==> src/rtl/score_controller.sv <==
// Scoreboard game-state controller: button edges -> BCD scores, winner decision,
// lockout after accepted events, one-deep undo and hold-to-restart.
module score_controller #(
    parameter int unsigned WIN_SCORE  = 21,
    parameter int unsigned WIN_MARGIN = 2,
    parameter int unsigned LOCKOUT    = 200,
    parameter int unsigned HOLD_TIME  = 2000
) (
    input  logic       clk_1khz,
    input  logic       rst_ni,
    input  logic       p1_btn_i,
    input  logic       p2_btn_i,
    input  logic       undo_btn_i,
    output logic [3:0] p1_tens_o,
    output logic [3:0] p1_ones_o,
    output logic [3:0] p2_tens_o,
    output logic [3:0] p2_ones_o,
    output logic [1:0] winner_o,
    output logic       game_over_o,
    output logic       point_o
);

    localparam int unsigned LW = $clog2(LOCKOUT + 1);
    localparam int unsigned HW = $clog2(HOLD_TIME + 1);
    localparam int unsigned SW = 7;

    typedef enum logic {S_PLAY = 1'b0, S_GAME_OVER = 1'b1} state_t;
    typedef enum logic [1:0] {LAST_NONE = 2'b00, LAST_P1 = 2'b01, LAST_P2 = 2'b10} scorer_t;

    state_t        state_q, state_d;
    scorer_t       last_q, last_d;
    logic [LW-1:0] lock_q, lock_d;
    logic [HW-1:0] hold_q, hold_d;
    logic          p1_q, p2_q, undo_q;
    logic [7:0]    p1_bcd_q, p1_bcd_d, p2_bcd_q, p2_bcd_d;
    logic [SW-1:0] p1_bin_q, p1_bin_d, p2_bin_q, p2_bin_d;
    logic [1:0]    winner_q, winner_d;
    logic          point_q, point_d;

    logic          rise_p1, rise_p2, rise_undo, lock_active, new_game;
    logic          pick_p1, pick_p2;
    logic [SW-1:0] sel_bin, oth_bin, new_bin;
    logic          win;

    function automatic logic [7:0] bcd_inc(input logic [7:0] v);
        if (v[3:0] == 4'd9) return {v[7:4] + 4'd1, 4'd0};
        return {v[7:4], v[3:0] + 4'd1};
    endfunction

    function automatic logic [7:0] bcd_dec(input logic [7:0] v);
        if (v[3:0] == 4'd0) return {v[7:4] - 4'd1, 4'd9};
        return {v[7:4], v[3:0] - 4'd1};
    endfunction

    assign rise_p1   = p1_btn_i & ~p1_q;
    assign rise_p2   = p2_btn_i & ~p2_q;
    assign rise_undo = undo_btn_i & ~undo_q;

    // Next-state and output logic
    always_comb begin
        state_d  = state_q;
        last_d   = last_q;
        lock_d   = lock_q;
        hold_d   = '0;
        p1_bcd_d = p1_bcd_q;
        p2_bcd_d = p2_bcd_q;
        p1_bin_d = p1_bin_q;
        p2_bin_d = p2_bin_q;
        winner_d = winner_q;
        point_d  = 1'b0;

        lock_active = (lock_q != '0);
        if (lock_active) lock_d = lock_q - LW'(1);

        // Counter saturates at HOLD_TIME so a long hold triggers only once
        if (undo_btn_i) hold_d = (hold_q == HW'(HOLD_TIME)) ? hold_q : hold_q + HW'(1);
        new_game = undo_btn_i && (hold_q == HW'(HOLD_TIME - 1));

        // Simultaneous rises go to the player who did not score last
        pick_p1 = rise_p1 && (!rise_p2 || last_q != LAST_P1);
        pick_p2 = rise_p2 && !pick_p1;

        sel_bin = pick_p1 ? p1_bin_q : p2_bin_q;
        oth_bin = pick_p1 ? p2_bin_q : p1_bin_q;
        new_bin = sel_bin + SW'(1);
        win     = ({1'b0, new_bin} >= 8'(WIN_SCORE)) &&
                  ({1'b0, new_bin} >= {1'b0, oth_bin} + 8'(WIN_MARGIN));

        if (!lock_active) begin
            if (rise_undo) begin
                if (last_q != LAST_NONE) begin
                    if (last_q == LAST_P1) begin
                        p1_bcd_d = bcd_dec(p1_bcd_q);
                        p1_bin_d = p1_bin_q - SW'(1);
                    end else begin
                        p2_bcd_d = bcd_dec(p2_bcd_q);
                        p2_bin_d = p2_bin_q - SW'(1);
                    end
                    last_d   = LAST_NONE;
                    lock_d   = LW'(LOCKOUT);
                    state_d  = S_PLAY;
                    winner_d = 2'b00;
                end
            end else if ((pick_p1 || pick_p2) && state_q == S_PLAY && sel_bin != SW'(99)) begin
                if (pick_p1) begin
                    p1_bcd_d = bcd_inc(p1_bcd_q);
                    p1_bin_d = new_bin;
                    last_d   = LAST_P1;
                end else begin
                    p2_bcd_d = bcd_inc(p2_bcd_q);
                    p2_bin_d = new_bin;
                    last_d   = LAST_P2;
                end
                point_d = 1'b1;
                lock_d  = LW'(LOCKOUT);
                if (win) begin
                    state_d  = S_GAME_OVER;
                    winner_d = pick_p1 ? 2'b01 : 2'b10;
                end
            end
        end

        // New game overrides everything else in this cycle
        if (new_game) begin
            state_d  = S_PLAY;
            last_d   = LAST_NONE;
            lock_d   = LW'(LOCKOUT);
            p1_bcd_d = '0;
            p2_bcd_d = '0;
            p1_bin_d = '0;
            p2_bin_d = '0;
            winner_d = 2'b00;
            point_d  = 1'b0;
        end
    end

    always_ff @(posedge clk_1khz or negedge rst_ni) begin
        if (!rst_ni) begin
            state_q  <= S_PLAY;
            last_q   <= LAST_NONE;
            lock_q   <= '0;
            hold_q   <= '0;
            p1_q     <= 1'b0;
            p2_q     <= 1'b0;
            undo_q   <= 1'b0;
            p1_bcd_q <= '0;
            p2_bcd_q <= '0;
            p1_bin_q <= '0;
            p2_bin_q <= '0;
            winner_q <= 2'b00;
            point_q  <= 1'b0;
        end else begin
            state_q  <= state_d;
            last_q   <= last_d;
            lock_q   <= lock_d;
            hold_q   <= hold_d;
            p1_q     <= p1_btn_i;
            p2_q     <= p2_btn_i;
            undo_q   <= undo_btn_i;
            p1_bcd_q <= p1_bcd_d;
            p2_bcd_q <= p2_bcd_d;
            p1_bin_q <= p1_bin_d;
            p2_bin_q <= p2_bin_d;
            winner_q <= winner_d;
            point_q  <= point_d;
        end
    end

    assign p1_tens_o   = p1_bcd_q[7:4];
    assign p1_ones_o   = p1_bcd_q[3:0];
    assign p2_tens_o   = p2_bcd_q[7:4];
    assign p2_ones_o   = p2_bcd_q[3:0];
    assign winner_o    = winner_q;
    assign game_over_o = (state_q == S_GAME_OVER);
    assign point_o     = point_q;

endmodule

==> config.mk <==
export PLATFORM = sky130hd
export DESIGN_NAME = score_controller
export DESIGN_NICKNAME = d
export VERILOG_FILES = /design/src/rtl/score_controller.sv
export SDC_FILE = /design/constraint.sdc
export NUM_CORES = 1
export LEC_CHECK = 0
export ABC_AREA = 1
export CAP_MARGIN = 40
export CORE_ASPECT_RATIO = 1.25
export CORE_MARGIN = 10
export CORE_UTILIZATION = 60
export DETAILED_ROUTE_END_ITERATION = 6
export GPL_TIMING_DRIVEN = 0
export PLACE_DENSITY = 0.8
export SETUP_SLACK_MARGIN = 0.15
export SLEW_MARGIN = 10
export SYNTH_ARGS = -nofsm -noshare
export SYNTH_HDL_FRONTEND = slang
export SYNTH_SLANG_ARGS = --single-unit
==> constraint.sdc <==
create_clock -name clk_1khz -period 2.9 [get_ports clk_1khz]
set_input_delay 0.58 -clock clk_1khz [delete_from_list [all_inputs] [get_ports clk_1khz]]
set_output_delay 0.58 -clock clk_1khz [all_outputs]
set_load 0.005 [all_outputs]
# After elaboration in Yosys (flattened, before gate mapping)
# Cells that the tools add are included.
classes:
  addsub: 14
  n_reduce_logical: 25
  eq_ne: 15
  n_bitwise: 7
  n_lt_le_gt_ge: 2
  muxes: 87
op_table:
  columns: ["cell", "count"]
  rows:
  - ["8-bit two-way mux", 28]
  - ["7-bit two-way mux", 16]
  - ["1-bit two-way mux", 30]
  - ["11-bit equality test (second input constant)", 2]
  - ["11-bit two-way mux", 2]
  - ["2-bit two-way mux", 11]
  - ["4-bit by 1-bit adder with 4-bit output (second input constant)", 4]
  - ["4-bit by 1-bit subtractor with 4-bit output (second input constant)", 4]
  - ["3-bit nonzero test", 5]
  - ["7-bit AND reduction", 2]
  - ["7-bit by 1-bit subtractor with 7-bit output (second input constant)", 2]
  - ["3-bit by 1-bit inequality test with 1-bit output (second input constant)", 4]
  - ["11-bit by 1-bit adder with 11-bit output (second input constant)", 1]
  - ["5-bit AND reduction", 2]
  - ["7-bit by 2-bit adder with 8-bit output (second input constant)", 1]
  - ["4-bit equality test (second input constant)", 2]
  - ["7-bit by 8-bit >= comparator with 1-bit output", 1]
  - ["4-bit zero test", 2]
  - ["8-bit nonzero test", 1]
  - ["8-bit by 1-bit subtractor with 8-bit output (second input constant)", 1]
  - ["7-bit by 1-bit adder with 7-bit output (second input constant)", 1]
  - ["7-bit by 5-bit >= comparator with 1-bit output (second input constant)", 1]
  - ["7-bit inequality test (second input constant)", 1]
  - ["1-bit logical AND", 6]
  - ["other kinds (11)", 20]
word_totals:
  word_cells: 165
  inputBits: 5
  output_inout_bits: 20
  register_bits: 58

# Depth between registers and ports, before layout
# Gate-level depths: netlist (run 1).
logic_depth:
  ltp_word: 19
  depth_mapped: 25
  ltp_nobuf: 24

# Worst setup path before layout (run 1)
# OpenSTA, ideal clock, no wires.
synth_path:
  path_kind: "input -> register"
  from: "input p2_btn_i"
  to: "register winner_q[0] (netlist: winner_o[0])"
  setup_time_ps: 117
  path_stages: 23
  required_time_ps: 2783
  path_slack_ps: 109
  arrival_time_ps: 2674
  path_buffers: 1
  path_cell_list: "inv_1 nor2_2 nand2_4 nand2_4 buf_8 nand2_1 nand2_2 ha_1 nand3_1 nand2_1 inv_1 ha_1 nand2_1 nand2_1 nand2_1 nand2_1 nand2_1 nand2_1 nand2_1 a21oi_1 nand3_2 nand3_1 nand2_1"
synth_via:
  elab_chain_cells: 11
  elab_cells_between_ends: 26
  classes_between: "2 x add/sub; 2 x order compare; 1 x eq/ne; 8 x mux; 1 x bitwise; 12 x reduce/logical"
synth_rtl:
  columns: ["element", "line", "text"]
  rows:
  - ["start, declared", "12", "input logic p2_btn_i,"]
  - ["1-bit bitwise AND (*)", "56", "assign rise_p2 = p2_btn_i & ~p2_q;"]
  - ["branches (longest 10 deep; another with 7-bit by 8-bit >= comparator with 1-bit output)", null, null]
  - ["end signal, assigned", "164", "winner_q <= winner_d;"]
  - ["end, declared", "37", "logic [1:0] winner_q, winner_d;"]
# Every way passes the cells marked *. The select of a mux whose other input is x is not followed.
# A chain may end at the register's enable or synchronous reset.

# Worst setup path in the final report (run 1)
layout_path:
  from: "register last_q[0]"
  to: "register state_q (netlist: game_over_o)"
layout_via:
  elab_chain_cells: 10
  elab_cells_between_ends: 21
  classes_between: "2 x add/sub; 2 x order compare; 3 x eq/ne; 2 x mux; 12 x reduce/logical"
layout_rtl:
  columns: ["element", "line", "text"]
  rows:
  - ["start, declared", "31", "scorer_t last_q, last_d;"]
  - ["start signal, assigned", "154", "last_q <= last_d;"]
  - ["branches (longest 9 deep; another with 7-bit by 8-bit >= comparator with 1-bit output)", null, null]
  - ["4-bit AND reduction (no line) (*)", null, null]
  - ["end signal, assigned", "153", "state_q <= state_d;"]
  - ["end, declared", "30", "state_t state_q, state_d;"]
# Every way passes the cells marked *.

==> results of run 1 <==
-- kinds of logic (layout without fill, tap and decap cells) --
family,after synthesis,after routing,synth area share [%]
flip-flops,58,58,33.2
AO/OA/AOI/OAI,109,109,13.9
XOR/XNOR,22,22,4.40
adder cells (fa/ha/maj),26,26,7.43
buffers and inverters,98,156,9.52
AND/OR/NAND/NOR,281,281,31.6
-- metrics by stage --
| stage | worst slack, ns | cell area [um2] |
|---|---|---|
| floorplan | 0.181 | 4390 |
| global placement | -0.650 | 4740 |
| detailed placement | -0.670 | 4740 |
| CTS | 0.175 | 5040 |
| global route | 0.0415 | 5260 |
| finish | 0.188 | 5260 |
-- layout make-up --
cell class                 instances  area [um2]
fill                             540        1760
inverter                          89         337
multi-input combinational        438        2710
timing repair buffer              44         398
clock inverter                     3        17.5
tap                               90         113
buffer                             9        86.3
clock buffer                      11         141
sequential                        58        1450
-- sequential cells by signal, indices dropped and copies added, names as in the netlist --
| name | cells |
|---|---|
| lock_q | 8 |
| last_q | 2 |
| p1_bcd_q | 8 |
| p1_bin_q | 7 |
| winner_o | 2 |
| p1_q | 1 |
| hold_q | 11 |
| p2_bcd_q | 8 |
| p2_bin_q | 7 |
| game_over_o | 1 |
| point_o | 1 |
| undo_q | 1 |
| p2_q | 1 |
-- critical path, stage by stage (launching register included) --
cell      delay [ns]
dfrtp_1         0.37
inv_2           0.06
nor2_4          0.18
nand2_4         0.10
nand2_4         0.09
buf_8           0.12
buf_8           0.14
nand2_4         0.06
o21ai_4         0.08
buf_6           0.12
nand3b_1        0.14
xnor2_1         0.17
ha_1            0.29
nand2_1         0.05
inv_1           0.04
nand2_1         0.05
nand2_1         0.06
nand2_1         0.06
a21oi_2         0.16
nand3_2         0.11
a21boi_1        0.17
-- final timing paths --
check / to / from / cells after the start / slack, ns
worst max-delay path: game_over_o / last_q[0] / 20 / 0.19
worst min-delay path: hold_q[5] / rst_ni / 1 / 0.30
worst max register to register: game_over_o / last_q[0] / 20 / 0.19
worst min register to register: winner_o[0] / winner_o[0] / 2 / 0.52
max in group asynchronous: lock_q[5] / rst_ni / 1 / 2.09
min in group clk_1khz: p2_q / p2_btn_i / 1 / 0.48
-- cell usage in the layout (no fill, tap or decap), types with 3 or more instances in the layout --
cell type / instances
ha_1: 21
o22ai_1: 4
a21oi_1: 14
xor2_1: 11
nand4_1: 8
nor2_2: 7
buf_4: 19
nor2_1: 53
o211ai_1: 4
nand2_1: 111
nand2_4: 15
dfrtp_1: 58
inv_1: 72
nand2_2: 15
o21ai_0: 35
nand3_1: 37
nor3_1: 12
buf_8: 4
nand3_2: 4
xnor2_1: 11
nand3_4: 4
buf_6: 3
a31oi_1: 3
inv_2: 16
o21ai_2: 7
ha_4: 5
clkbuf_8: 10
nor2_4: 6
o21ai_1: 31
buf_2: 3
clkdlybuf4s50_1: 21
-- metal layers --
metal / share of wire (%) / up-vias / wire length [um] / track usage, %
li1: - / 2044 / - / -
met1: 40 / 1989 / 4670 / 24.1
met2: 50 / 167 / 5780 / 34.3
met3: 6.2 / 41 / 714 / 4.34
met4: 3.2 / 0 / 370 / 10.4
met5: 0 / - / 0 / 0
-- repair_timing --
item,4_1_cts,5_1_grt
resized for setup,17,33
setup endpoints to repair,24,3
setup buffers,11,9
pin swaps,8,28
-- power breakdown --
part	switching [uW]	internal [uW]	leakage [uW]
Combinational	242	163	0.00163
Clock	326	321	0.0000810
Sequential	29.9	834	0.000705
Total	597	1320	0.00241
==> results.md, run 1 <==
- DRC Markers: 0
- Top-count cell post-synth: nand2_1
- Overflow after GRT: 0
- Port buffer count: 24
- RSZ-0062 raised after global routing: yes
- Vias/cell: 5.72
- Inst Count DP: 708
- CP max FO: 7
- Final min period: 2.71 ns
- Max-cap violations: 0
- Total GRT Usage: 20.5%
- Post-DRT Antenna Nets: 0
- Post-synth net total: 625
- Layout Area Growth over Synthesis: 20.1%
- Max VDD drop: 306 uV
- Clock sinks: 58
- Core area: 0.00702 mm2
- Crit Path Category: flop to flop
- Die area: 0.0111 mm2
- Async set-reset flop share out of synthesis: 100%
- #FFs+latches synth: 58
- CP Capture Type: flop
- Clk_lat worst skew: 0.35 ns
- Ratio of cells with drive above 1 in the final layout: 19.9%
- Pre-antenna DRT Iters: 5
- HPWL after DPL: 8050 um
- Area contributors post-synth: dfrtp_1, nand2_1, ha_1, inv_1, nor2_1
- Finished Layout Cells: 742
- Pin count of the biggest net entering global routing: 59
- Mapped Cells: 594
- Synth Cell Area: 0.00438 mm2
- Yosys cell types: 42
- Via count: 4241
- Cts hold-fix bufs: 0
- Synth area leader: dfrtp_1
- Die Y-Extent: 115 um
- GPL Wtd Cong: 0.907
- Register area share after synthesis: 33.2%
- Power per cell area: 364 mW/mm2
- Top_reg_cell synth: dfrtp_1
- Initial antenna violation count: 0
- Die Wd: 96.4 um
- Power consumption: 1920 uW
- Max clock buf depth: 2
- Syn_area_per_cell: 7.37 um2
- Worst-Margin Slew: 0.760 ns
- Setup total negative slack: 0 ns
- Ant diodes: 0
- 1st-iter DRT viols: 299
- Clock root cell: clkbuf_8
- Initial Utilization: 62.4%
- WP data arrival: 2.97 ns
- Final hold violations: 0
- Status: complete, no violations
- Vias in the first global route: 4061
- Detailed Route WL: 11500 um
- CTS tree: built
- Top cell type's share of synthesized area: 33.2%
- WHS: 0.302 ns
- Period utilization: 93.5%
- Slew HR: 49.3%
- FP Rows: 34
- Final Setup Violations: 0
- Synth Warn #: 0
- Global-route wire length before repair: 18300 um
- Drt wl/cell: 15.5 um
- Cts bufs inserted: 9
- Hold WC Path Type: input pin to asynchronous set/reset pin
- EDFF count, synth: 0
- Fmax achieved: 0.369 GHz
- Startpoint types: flop
- Clock transition at path regs: 0.07 ns
- H-Tree Depth: 3
- Lkg Pwr: 0.00241 uW
- Top post-synthesis cells by count: nand2_1, inv_1, dfrtp_1, nor2_1, nand3_1
- Max Slew Vio Count: 0
- I/O Pins: 25
- Clock Skew: 0.00860 ns
- Final Util: 74.9%
- Post-layout net count: 680
- Worst path required time: 3.16 ns
Power figures use the tool's default switching activity.
==> inputs of run 2 (changes only) <==
--- a/config.mk
+++ b/config.mk
@@ -8,7 +8,6 @@
 export ABC_AREA = 1
 export CAP_MARGIN = 40
 export CORE_ASPECT_RATIO = 1.25
-export CORE_MARGIN = 10
 export CORE_UTILIZATION = 60
 export DETAILED_ROUTE_END_ITERATION = 6
 export GPL_TIMING_DRIVEN = 0
==> results.md, run 2 (synthesized netlist as in run 1, its figures left out) <==
- Status: complete, no violations
- Global-route wire length before repair: 18100 um
- Clock Skew: 0.0152 ns
- CTS tree: built
- Vias/cell: 5.68
- CP Capture Type: flop
- Detailed Route WL: 11200 um
- Clock network power share: 36.1%
- Crit Path Category: flop to flop
- Total GRT Usage: 30.1%
- P_sw: 591 uW
- 1st-iter DRT viols: 307
- GPL Wtd Cong: 0.871
- Clk_lat worst skew: 0.35 ns
- RSZ-0062 raised after global routing: yes
- Hold WC Path Type: input pin to asynchronous set/reset pin
- Startpoint types: flop
- Worst path most repeated cell: nand2_1
- Die Y-Extent: 97.5 um
- Layout Area Growth over Synthesis: 20.0%
- Port buffer count: 24
- Final min period: 2.66 ns
- Fmax achieved: 0.376 GHz
- Clock root cell: clkbuf_8
- Pre-CTS setup slack: -0.683 ns
- Cts hold-fix bufs: 0
- Drt wl/cell: 15.1 um
- Max Slew Vio Count: 0
- Max FFs per register: 11
- Power per cell area: 374 mW/mm2
- Post-DRT Antenna Nets: 0
- Lkg Pwr: 0.00242 uW
- Pre-antenna DRT Iters: 5
- Internal power: 1370 uW
- Ant diodes: 0
- DRC Markers: 0
- Power consumption: 1960 uW
- CP max FO: 10
- Ratio of cells with drive above 1 in the final layout: 20.2%
- Worst path required time: 3.13 ns
- Crit path cell chain: inv_2 > nor2_4 > nand2_4 > nand2_4 > buf_8 > buf_12 > nand2_2 > nand2_2 > nand2_1 > nor2_2 > nand3_1 > nand2_2 > inv_2 > ha_4 > nand2_1 > inv_1 > nand2_1 > nand2_1 > nand2_1 > a21oi_2 > nand3_2 > nand3_2 > nand2_1
- I/O Pins: 25
- Die area: 0.00764 mm2
- WP data arrival: 2.90 ns
- Via count: 4213
- Sw Share: 30.1%
- Crit path largest cell delay: 0.37 ns
- Pin count of the biggest net entering global routing: 59
- Period utilization: 91.8%
- FP Rows: 34
- Clock transition at path regs: 0.08 ns
- Max-cap violations: 0
- Core area: 0.00702 mm2
- Final WS setup: 0.238 ns
- Overflow after GRT: 0
- FILL cells: 537
- Final Util: 74.8%
- Initial Utilization: 62.4%
- Max clock buf depth: 2
- Cell family with most CP delay: simple AND/OR/NAND/NOR gates
- Flop pwr share: 43.9%
- Final Setup Violations: 0
- Buf/Inv on CP: 5
- Commonest cells after routing, fill and taps aside: nand2_1, inv_1, dfrtp_1
- Comb power frac: 19.9%
- Max VDD drop: 329 uV
- CP max-delay cell: dfrtp_1
- Worst-Margin Slew: 0.755 ns
- Leading cell type in the layout, fill and taps excluded: nand2_1
- Post-layout net count: 678
- Die Wd: 78.4 um
- Slew HR: 49.7%
- Final hold violations: 0
- Cts bufs inserted: 9
- Clock sinks: 58
- HPWL after DPL: 7910 um
- H-Tree Depth: 3
- Initial antenna violation count: 0
- Setup total negative slack: 0 ns
- Largest register by flop count: hold_q
- Vias in the first global route: 4112
[run 2: changes by cell type in the layout (fill, tap and decap cells not counted), sizes merged]
cell           previous run  this run
clkinv                    2         0
clkbuf                   12        18
clkdlybuf4s15             1         0
buf                      29        27
dlygate4sd2               1         0
[run 2: layout make-up]
type                            count  area [um2]  area share (%)
Sequential cell                    58        1450            27.6
Multi-Input combinational cell    438        2690            51.2
Inverter                           89         337            6.41
Clock buffer                       15         176            3.36
Timing Repair Buffer               42         387            7.36
Buffer                              9        91.3            1.74
Tap cell                           90         113            2.14
Clock inverter                      1        7.51           0.143
[run 2: power groups by stage]
stage | clock, uW | sequential [uW] | combinational, uW
after floorplan | 0 | 870 | 229
after detailed placement | 0 | 875 | 324
after global routing | 746 | 866 | 436
final | 709 | 862 | 391
after global placement | 0 | 874 | 313
after CTS | 709 | 860 | 352
[run 2: layer usage]
layer,track usage (%),wire [um]
met1,36.0,4830
met2,51.3,5660
met3,4.69,424
met4,15.8,325
met5,0,0
[run 2: worst paths after layout]
kind                                 from          end  slack (ns)  cells past startpoint
min in group clk_1khz            p2_btn_i         p2_q        0.37                      1
worst min-delay path               rst_ni  p2_bcd_q[7]        0.31                      1
worst max register to register  last_q[0]  winner_o[0]        0.24                     23
max in group asynchronous          rst_ni         p2_q        2.10                      1
worst min register to register  hold_q[3]    hold_q[3]        0.51                      1
worst max-delay path            last_q[0]  winner_o[0]        0.24                     23
[run 2: repair_timing]
item / in CTS / in global routing
setup buffers: 11 / 7
resized for setup: 19 / 33
pin swaps: 8 / 26
endpoints found under the setup margin: 31 / 3
[run 2: through the flow]
step | hold WS, ns | cells | cell area [um2]
finish | 0.313 | 742 | 5250
global route | 0.364 | 742 | 5250
CTS | 0.333 | 735 | 5080
detailed placement | 0.495 | 708 | 4740
floorplan | 0.284 | 594 | 4390
global placement | 0.490 | 708 | 4740
[run 2: worst reg2reg max path, stage by stage (launching register included)]
cell and delay (ns):
dfrtp_1 0.37, inv_2 0.06, nor2_4 0.14, nand2_4 0.08, nand2_4 0.08, buf_8 0.11
buf_12 0.14, nand2_2 0.06, nand2_2 0.09, nand2_1 0.10, nor2_2 0.13, nand3_1 0.10
nand2_2 0.09, inv_2 0.06, ha_4 0.26, nand2_1 0.05, inv_1 0.04, nand2_1 0.04
nand2_1 0.05, nand2_1 0.06, a21oi_2 0.17, nand3_2 0.14, nand3_2 0.09, nand2_1 0.05
